==> config.mk <==
export PLATFORM = sky130hd
export DESIGN_NAME = escalonador_chamadas
export DESIGN_NICKNAME = d
export VERILOG_FILES = /design/src/rtl/escalonador_chamadas.sv
export SDC_FILE = /design/constraint.sdc
export NUM_CORES = 1
export LEC_CHECK = 0
export CAP_MARGIN = 30
export CELL_PAD_IN_SITES_DETAIL_PLACEMENT = 0
export CELL_PAD_IN_SITES_GLOBAL_PLACEMENT = 1
export CORE_AREA = 2 2 73 47
export CTS_BUF_LIST = sky130_fd_sc_hd__clkbuf_16
export DETAILED_ROUTE_END_ITERATION = 10
export DIE_AREA = 0 0 75 49
export GPL_ROUTABILITY_DRIVEN = 0
export GPL_TIMING_DRIVEN = 0
export PLACE_DENSITY = 0.9
export SLEW_MARGIN = 20
export SYNTH_ARGS = -nofsm -noshare
export SYNTH_HDL_FRONTEND = slang
export SYNTH_SLANG_ARGS = --single-unit
==> constraint.sdc <==
create_clock -name clock -period 4.2 [get_ports clock]
set_input_delay 0.63 -clock clock [delete_from_list [all_inputs] [get_ports clock]]
set_output_delay 0.63 -clock clock [all_outputs]
set_load 0.03 [all_outputs]
==> src/rtl/escalonador_chamadas.sv <==
// SCAN call scheduler for the 4-floor elevator: pending-request bitmap, travel timing
// and the open/dwell/close handshake with the door module.
module escalonador_chamadas #(
    parameter int TEMPO_ANDAR = 4,
    parameter int TEMPO_PORTA = 6
) (
    input  logic       clock,
    input  logic       reset,
    input  logic [1:0] andar_chamada,
    input  logic       confirma_chamada,
    input  logic [1:0] andar_destino,
    input  logic       confirma_destino,
    input  logic       porta_aberta,
    input  logic       porta_fechada,
    input  logic       lotado,
    output logic [1:0] andar_atual,
    output logic       subindo,
    output logic       parado,
    output logic       controle_porta,
    output logic [3:0] pendentes
);

    localparam int TA_W = (TEMPO_ANDAR > 1) ? $clog2(TEMPO_ANDAR) : 1;
    localparam int TP_W = $clog2(TEMPO_PORTA + 1);

    localparam logic [TA_W-1:0] VIAGEM_FIM  = TA_W'(TEMPO_ANDAR - 1);
    localparam logic [TA_W-1:0] VIAGEM_UM   = TA_W'(1);
    localparam logic [TP_W-1:0] PORTA_CARGA = TP_W'(TEMPO_PORTA);
    localparam logic [TP_W-1:0] PORTA_UM    = TP_W'(1);

    typedef enum logic [2:0] {
        OCIOSO,
        MOVENDO,
        ABRINDO,
        ESPERA,
        FECHANDO
    } estado_t;

    estado_t         estado_q, estado_d;
    logic [1:0]      andar_q, andar_d;
    logic            subindo_q, subindo_d;
    logic            parado_q, parado_d;
    logic            porta_q, porta_d;
    logic [3:0]      pend_q, pend_d;
    logic [TA_W-1:0] viagem_q, viagem_d;
    logic [TP_W-1:0] espera_q, espera_d;

    logic [3:0]      novos;
    logic [3:0]      pend_mais;
    logic            mesmo_andar;
    logic [1:0]      proximo;

    // True when any bit of mapa lies strictly beyond andar in the direction sobe.
    function automatic logic tem_a_frente(input logic [3:0] mapa,
                                          input logic [1:0] andar,
                                          input logic       sobe);
        logic [3:0] acima;
        logic [3:0] abaixo;
        acima  = mapa & ~((4'b0010 << andar) - 4'b0001);
        abaixo = mapa & ((4'b0001 << andar) - 4'b0001);
        return sobe ? (|acima) : (|abaixo);
    endfunction

    always_comb begin
        novos       = 4'b0000;
        mesmo_andar = 1'b0;
        proximo     = andar_q;
        estado_d    = estado_q;
        andar_d     = andar_q;
        subindo_d   = subindo_q;
        viagem_d    = viagem_q;
        espera_d    = espera_q;

        if (confirma_chamada) begin
            novos[andar_chamada] = 1'b1;
        end
        if (confirma_destino) begin
            novos[andar_destino] = 1'b1;
        end

        // While stopped, a request for the floor we are on drives the door instead of the bitmap.
        if (estado_q != MOVENDO) begin
            mesmo_andar    = novos[andar_q];
            novos[andar_q] = 1'b0;
        end

        pend_mais = pend_q | novos;
        pend_d    = pend_mais;

        case (estado_q)
            OCIOSO: begin
                if (mesmo_andar) begin
                    estado_d = ABRINDO;
                end else if (pend_q != 4'b0000) begin
                    if (!tem_a_frente(pend_q, andar_q, subindo_q)) begin
                        subindo_d = ~subindo_q;
                    end
                    estado_d = MOVENDO;
                    viagem_d = '0;
                end
            end

            MOVENDO: begin
                if (viagem_q == VIAGEM_FIM) begin
                    viagem_d = '0;
                    proximo  = subindo_q ? (andar_q + 2'd1) : (andar_q - 2'd1);
                    andar_d  = proximo;
                    if (pend_mais[proximo]) begin
                        pend_d[proximo] = 1'b0;
                        estado_d        = ABRINDO;
                    end else if (!tem_a_frente(pend_mais, proximo, subindo_q)) begin
                        subindo_d = ~subindo_q;
                    end
                    // The end floors pin the direction so the floor counter can never wrap.
                    if (proximo == 2'd3) begin
                        subindo_d = 1'b0;
                    end else if (proximo == 2'd0) begin
                        subindo_d = 1'b1;
                    end
                end else begin
                    viagem_d = viagem_q + VIAGEM_UM;
                end
            end

            ABRINDO: begin
                if (porta_aberta) begin
                    estado_d = ESPERA;
                    espera_d = PORTA_CARGA;
                end
            end

            ESPERA: begin
                if (mesmo_andar) begin
                    espera_d = PORTA_CARGA;
                end else if (espera_q != '0) begin
                    espera_d = espera_q - PORTA_UM;
                end else if (!lotado) begin
                    estado_d = FECHANDO;
                end
            end

            FECHANDO: begin
                if (mesmo_andar) begin
                    estado_d = ABRINDO;
                end else if (porta_fechada) begin
                    estado_d = OCIOSO;
                end
            end

            default: begin
                estado_d = OCIOSO;
            end
        endcase

        parado_d = (estado_d != MOVENDO);
        porta_d  = (estado_d == ABRINDO) || (estado_d == ESPERA);
    end

    always_ff @(posedge clock) begin
        if (reset) begin
            estado_q  <= OCIOSO;
            andar_q   <= 2'd0;
            subindo_q <= 1'b1;
            parado_q  <= 1'b1;
            porta_q   <= 1'b0;
            pend_q    <= 4'b0000;
            viagem_q  <= '0;
            espera_q  <= '0;
        end else begin
            estado_q  <= estado_d;
            andar_q   <= andar_d;
            subindo_q <= subindo_d;
            parado_q  <= parado_d;
            porta_q   <= porta_d;
            pend_q    <= pend_d;
            viagem_q  <= viagem_d;
            espera_q  <= espera_d;
        end
    end

    assign andar_atual    = andar_q;
    assign subindo        = subindo_q;
    assign parado         = parado_q;
    assign controle_porta = porta_q;
    assign pendentes      = pend_q;

endmodule
* Word level (Yosys, flattened, before mapping) *
Index checks and enable logic that the tools add are counted.

storage, ports and cells
  register bits = 17
  output and inout port bits = 9
  logic and storage cells = 128

operators by class
  add/sub/neg operators = 8
  magnitude comparators = 8
  equal/unequal tests = 18
  shift-type cells = 4
  mux-type cells = 50
  bitwise operators = 13
  reductions and logical operators = 19

operators with widths
  operator                                                                  number
  3-bit 2-to-1 mux                                                          13
  4-bit AND                                                                 6
  4-bit 2-to-1 mux                                                          6
  1-bit 2-to-1 mux                                                          17
  4-bit NOT                                                                 4
  4-bit OR reduction                                                        4
  4-bit by 1-bit subtractor with 4-bit output (second input constant)       4
  3-bit one-hot mux with 5 select lines                                     1
  3-bit by 2-bit equality test with 1-bit output (second input constant)    4
  2-bit by 3-bit < comparator with 1-bit output (second input constant)     4
  2-bit inequality test (second input constant)                             5
  1-bit demux with 2-bit select                                             4
  2-bit by 1-bit >= comparator with 1-bit output (second input constant)    4
  2-bit 2-to-1 mux                                                          4
  4-bit inequality test (second input constant)                             2
  4-bit OR                                                                  2
  1-bit by 2-bit left shift with 4-bit output (first input constant)        2
  2-bit by 2-bit left shift with 4-bit output (first input constant)        2
  7-bit AND reduction                                                       1
  3-bit by 1-bit inequality test with 1-bit output (second input constant)  2
  3-bit one-hot mux with 2 select lines                                     1
  3-bit AND reduction                                                       2
  2-bit by 1-bit adder with 2-bit output (second input constant)            2
  1-bit binary-select mux with 2-bit select                                 2
  17 further kinds                                                          22

* Depth between registers and ports, before layout *
  depth in word-level cells = 19
  depth in mapped cells = 9
  depth with buffers taken out = 8

* Worst setup path before layout *
OpenSTA, ideal clock, no wires.

  path type = reg2reg
  start = reg andar_q[0], in the netlist andar_atual[0]
  end = reg parado_q, in the netlist parado
  library setup time = 0.134 ns
  arrival = 2.726 ns
  required time = 4.066 ns
  path slack = 1.340 ns
  stages on the path, launching flop included = 8
  buffers on the path = 0
  clock period less this slack = 2.860 ns
  cells stage by stage = dfxtp_1 > clkinv_1 > ha_1 > or3_1 > a32o_1 > nor2b_1 > a21oi_1 > or4b_1

between the ends
  longest elaborated chain between the ends = 14
  elaborated cells on any way between the ends = 24
  classes of those cells = 2 x add/sub; 2 x order compare; 1 x eq/ne; 15 x mux; 3 x bitwise; 1 x reduce/logical

RTL lines
  item                                                                                                                                          RTL line  source
  from (decl)                                                                                                                                   40        logic [1:0] andar_q, andar_d;
  from (signal assigned)                                                                                                                        171       andar_q <= andar_d;
  2-bit by 3-bit < comparator with 1-bit output (not written as such) / 2-bit by 1-bit >= comparator with 1-bit output (equally long branches)  84        novos[andar_q] = 1'b0;
  1-bit logical AND (not written as such)                                                                                                       84
  1-bit 2-to-1 mux (not written as such)                                                                                                        84
  1-bit demux with 2-bit select                                                                                                                 84
  4-bit NOT (no line)                                                                                                                           -
  4-bit AND (no line)                                                                                                                           -
  4-bit 2-to-1 mux                                                                                                                              82        if (estado_q != MOVENDO) begin
  4-bit OR                                                                                                                                      87        pend_mais = pend_q | novos;
  1-bit binary-select mux with 2-bit select                                                                                                     108       if (pend_mais[proximo]) begin
  1-bit 2-to-1 mux (not written as such)                                                                                                        108
  3-bit 2-to-1 mux                                                                                                                              108
  3-bit 2-to-1 mux                                                                                                                              104       if (viagem_q == VIAGEM_FIM) begin
  3-bit one-hot mux with 5 select lines *                                                                                                       90        case (estado_q)
  3-bit by 1-bit inequality test with 1-bit output *                                                                                            155       parado_d = (estado_d != MOVENDO);
  to (signal assigned)                                                                                                                          173       parado_q <= parado_d;
  to (decl)                                                                                                                                     42        logic parado_q, parado_d;

Every way passes the cells marked *; elsewhere a longest branch is shown, timed or not. The select of a mux whose other input is x is not followed.
A chain may end at the register's enable or synchronous reset.

* Final worst setup path *
Same ends and word-level chain as after synthesis.

==> parameters.txt <==
Parameter                              Value

Floorplanning
  Number of placed I/O pins ... 20
  X dimension of the die ... 75 um
  Initial Utilization ... 39.4%
  Area of the die ... 3680 um^2
  Number of cell rows ... 16
  Die Ht ... 49 um
  Area inside the core boundary ... 3060 um^2

Setup path
  Worst EP required ... 4330 ps
  Data arrival at the endpoint of the critical path ... 3130 ps
  CP endpoint kind ... flip-flop
  Critical Path Start Type ... flip-flop
  Worst setup path class ... flip-flop to flip-flop
  Maximum fanout along the worst path ... 9

Place
  Post-Place Cell Area ... 1440 um^2
  Detailed placement HPWL ... 2420 um
  Buffers added on ports ... 18

Clock network
  Post-CTS Resized ... 0
  Level count of the clock H-tree ... 1
  Insertion delay to the later sink of the worst-skew pair ... 250 ps
  TritonCTS clock tree ... built
  # Post-CTS Setup Buffers ... 0
  Root buf cell ... sky130_fd_sc_hd__clkbuf_16
  CTS buffer count ... 3
  Clock Path Buffers ... 2
  Clock-pin slew on the worst setup and hold paths ... 50 ps
  Cts-stage hold buffer count ... 0
  Num Clock Sinks ... 17

Drt
  Initial DRT Pass Iterations ... 4
  Number of nets with antenna violations after detailed routing ... 0
  Max Used Layer ... met4
  Detailed Route WL ... 3250 um
  Routed vias/inst ... 5.83
  DRC violation count after routing ... 0
  1st-iter DRT viols ... 150
  Via count ... 1254
  Met3 routed wirelength ... 351 um
  Routed wire length per instance ... 15.1 um
  Length of routed wiring on met1 ... 1480 um
  Routed wire length on met2 ... 1420 um

Global routing
  Maximum number of pins on one net before global-route repair ... 11
  Gr usage total ... 19.4%
  Number of global-route vias before repair ... 1105
  Global-route wire length before repair ... 5490 um
  Global route overflow ... 0
  Initial antenna violation count ... 0

Timing
  Unrepaired setup endpoints after global routing ... no
  Worst slew pin tran ... 760 ps
  Worst slew slack as a fraction of its limit ... 48.0%
  Accumulated negative setup slack ... 0 ps
  Final hold violation count ... 0
  Setup skew after layout ... 3.04 ps
  Final-report setup violation count ... 0
  Final critical delay including setup and external delays ... 3010 ps
  Count of pins over their slew limit ... 0
  Share of the clock period used by the worst path after layout ... 71.6%
  Maximum clock frequency ... 0.333 GHz
  WHS ... 489 ps

Yosys
  Number of enable flip-flop cells after synthesis ... 0
  Synth Flop Type ... sky130_fd_sc_hd__dfxtp_1
  Synth async-reset ratio ... 0%
  Yosys warning total ... 0
  Post-synthesis instance area ... 1210 um^2
  Post-synthesis sequential area ratio ... 28.2%
  Synthesized flop and latch total ... 17
  Syn Nets ... 167
  Gate count after technology mapping ... 148
  Unique masters post-synth ... 50
  Post-Synthesis Mean Instance Area ... 8.16 um^2

Power and ir drop
  Power density over the cells ... 368 nW/um^2
  Power Total ... 0.561 mW
  Leakage dissipation ... 0.589 nW
  Worst vdd ir ... 0.162 mV

Flow run
  Count of maximum capacitance violations ... 0

Cells and area
  Most frequent standard cell in the layout excluding fill and tap cells ... sky130_fd_sc_hd__clkdlybuf4s50_1
  Share of post-route cells with drive strength above 1 ... 7.65%
  Number of antenna repair diodes ... 0
  Final non-filler cell area ... 1520 um^2
  Highest-count cells in the layout ignoring fill and taps ... 18 x sky130_fd_sc_hd__clkdlybuf4s50_1, 17 x sky130_fd_sc_hd__dfxtp_1, 16 x sky130_fd_sc_hd__nor2_1, 13 x sky130_fd_sc_hd__a21oi_1
  Final core occ ... 49.8%
  Count of nets after finishing ... 190
  Fill cells ... 296
  Synth-to-layout area growth ... 26.2%

Hold path
  Classification of the worst-slack hold path ... flip-flop to flip-flop

Status
  Outcome ... complete, no violations
==> metrics by stage <==
step	cells	setup WS (ps)
final	215	1190
after global placement	211	997
after global routing	215	986
after floorplan	148	1340
after detailed placement	211	954
after CTS	215	1200
==> cell usage after synthesis (all sizes together), types with 2 or more instances <==
cell | n | area, um^2
ha | 8 | 100
o21a | 2 | 15.0
a31oi | 3 | 18.8
a311oi | 2 | 17.5
nand2 | 4 | 15.0
nor2 | 16 | 60.1
a32o | 2 | 20.0
a32oi | 4 | 35.0
nor2b | 3 | 18.8
nand3 | 2 | 10.0
and3 | 2 | 13.8
o22ai | 2 | 12.5
nand3b | 5 | 37.5
xnor2 | 2 | 17.5
clkbuf | 2 | 7.51
nand2b | 4 | 25.0
a21oi | 13 | 65.1
inv | 8 | 30.0
a211oi | 6 | 45.0
buf | 6 | 31.3
nor3 | 5 | 25.0
and2 | 3 | 21.3
dfxtp | 17 | 340
o21ai | 5 | 25.0
a211o | 2 | 17.5
==> per-layer routing <==
layer / vias to the layer above / global-route usage, %
met5: - / 0
met4: 0 / 2.98
met3: 2 / 4.34
met2: 69 / 27.3
met1: 580 / 30.3
li1: 603 / -
==> power by group <==
| group | switching [mW] | internal [mW] | total, mW | leakage (nW) |
|---|---|---|---|---|
| logic | 0.106 | 0.0777 | 0.184 | 0.409 |
| clock network | 0.0631 | 0.127 | 0.191 | 0.0409 |
| registers | 0.0104 | 0.176 | 0.187 | 0.139 |
==> cells by family after synthesis <==
logic type | share of synthesized area, %
flops | 28.2
simple gates | 22.9
mux | 2.69
buf+inv | 6.01
xor+xnor | 1.45
compound gates | 30.5
fa+ha+maj | 8.29
==> registers in the layout (all words and copies together), names as in the netlist <==
signal	count
estado_q	3
parado	1
pendentes	4
controle_porta	1
andar_atual	2
espera_q	3
viagem_q	2
subindo	1
==> final timing paths <==
path / start / endpoint / slack, ps / depth (start not counted)
max: andar_atual[0]$_SDFFE_PP0P_ / parado$_SDFF_PP1_ / 1190 / 7
min: espera_q[2]$_SDFFE_PP0P_ / espera_q[2]$_SDFFE_PP0P_ / 490 / 1
max reg2reg: andar_atual[0]$_SDFFE_PP0P_ / parado$_SDFF_PP1_ / 1190 / 7
min reg2reg: espera_q[2]$_SDFFE_PP0P_ / espera_q[2]$_SDFFE_PP0P_ / 490 / 1
==> final cells by class <==
class	instances	area, um^2	share of cell area (%)
Multi-Input combinational cell	114	795	52.1
Sequential cell	17	340	22.3
Timing Repair Buffer	18	180	11.8
Clock buffer	3	75.1	4.93
Tap cell	45	56.3	3.69
Buffer	8	38.8	2.55
Inverter	9	33.8	2.22
Clock inverter	1	5.00	0.328
==> critical path, cell delays in order (launching register included) <==
cell and delay, ps:
sky130_fd_sc_hd__dfxtp_1 540, sky130_fd_sc_hd__clkinv_1 370, sky130_fd_sc_hd__ha_1 450, sky130_fd_sc_hd__or3_1 360, sky130_fd_sc_hd__a32o_1 280, sky130_fd_sc_hd__nor2b_1 200, sky130_fd_sc_hd__a21oi_1 230, sky130_fd_sc_hd__or4b_1 450
(Power assumes the default switching activity.)
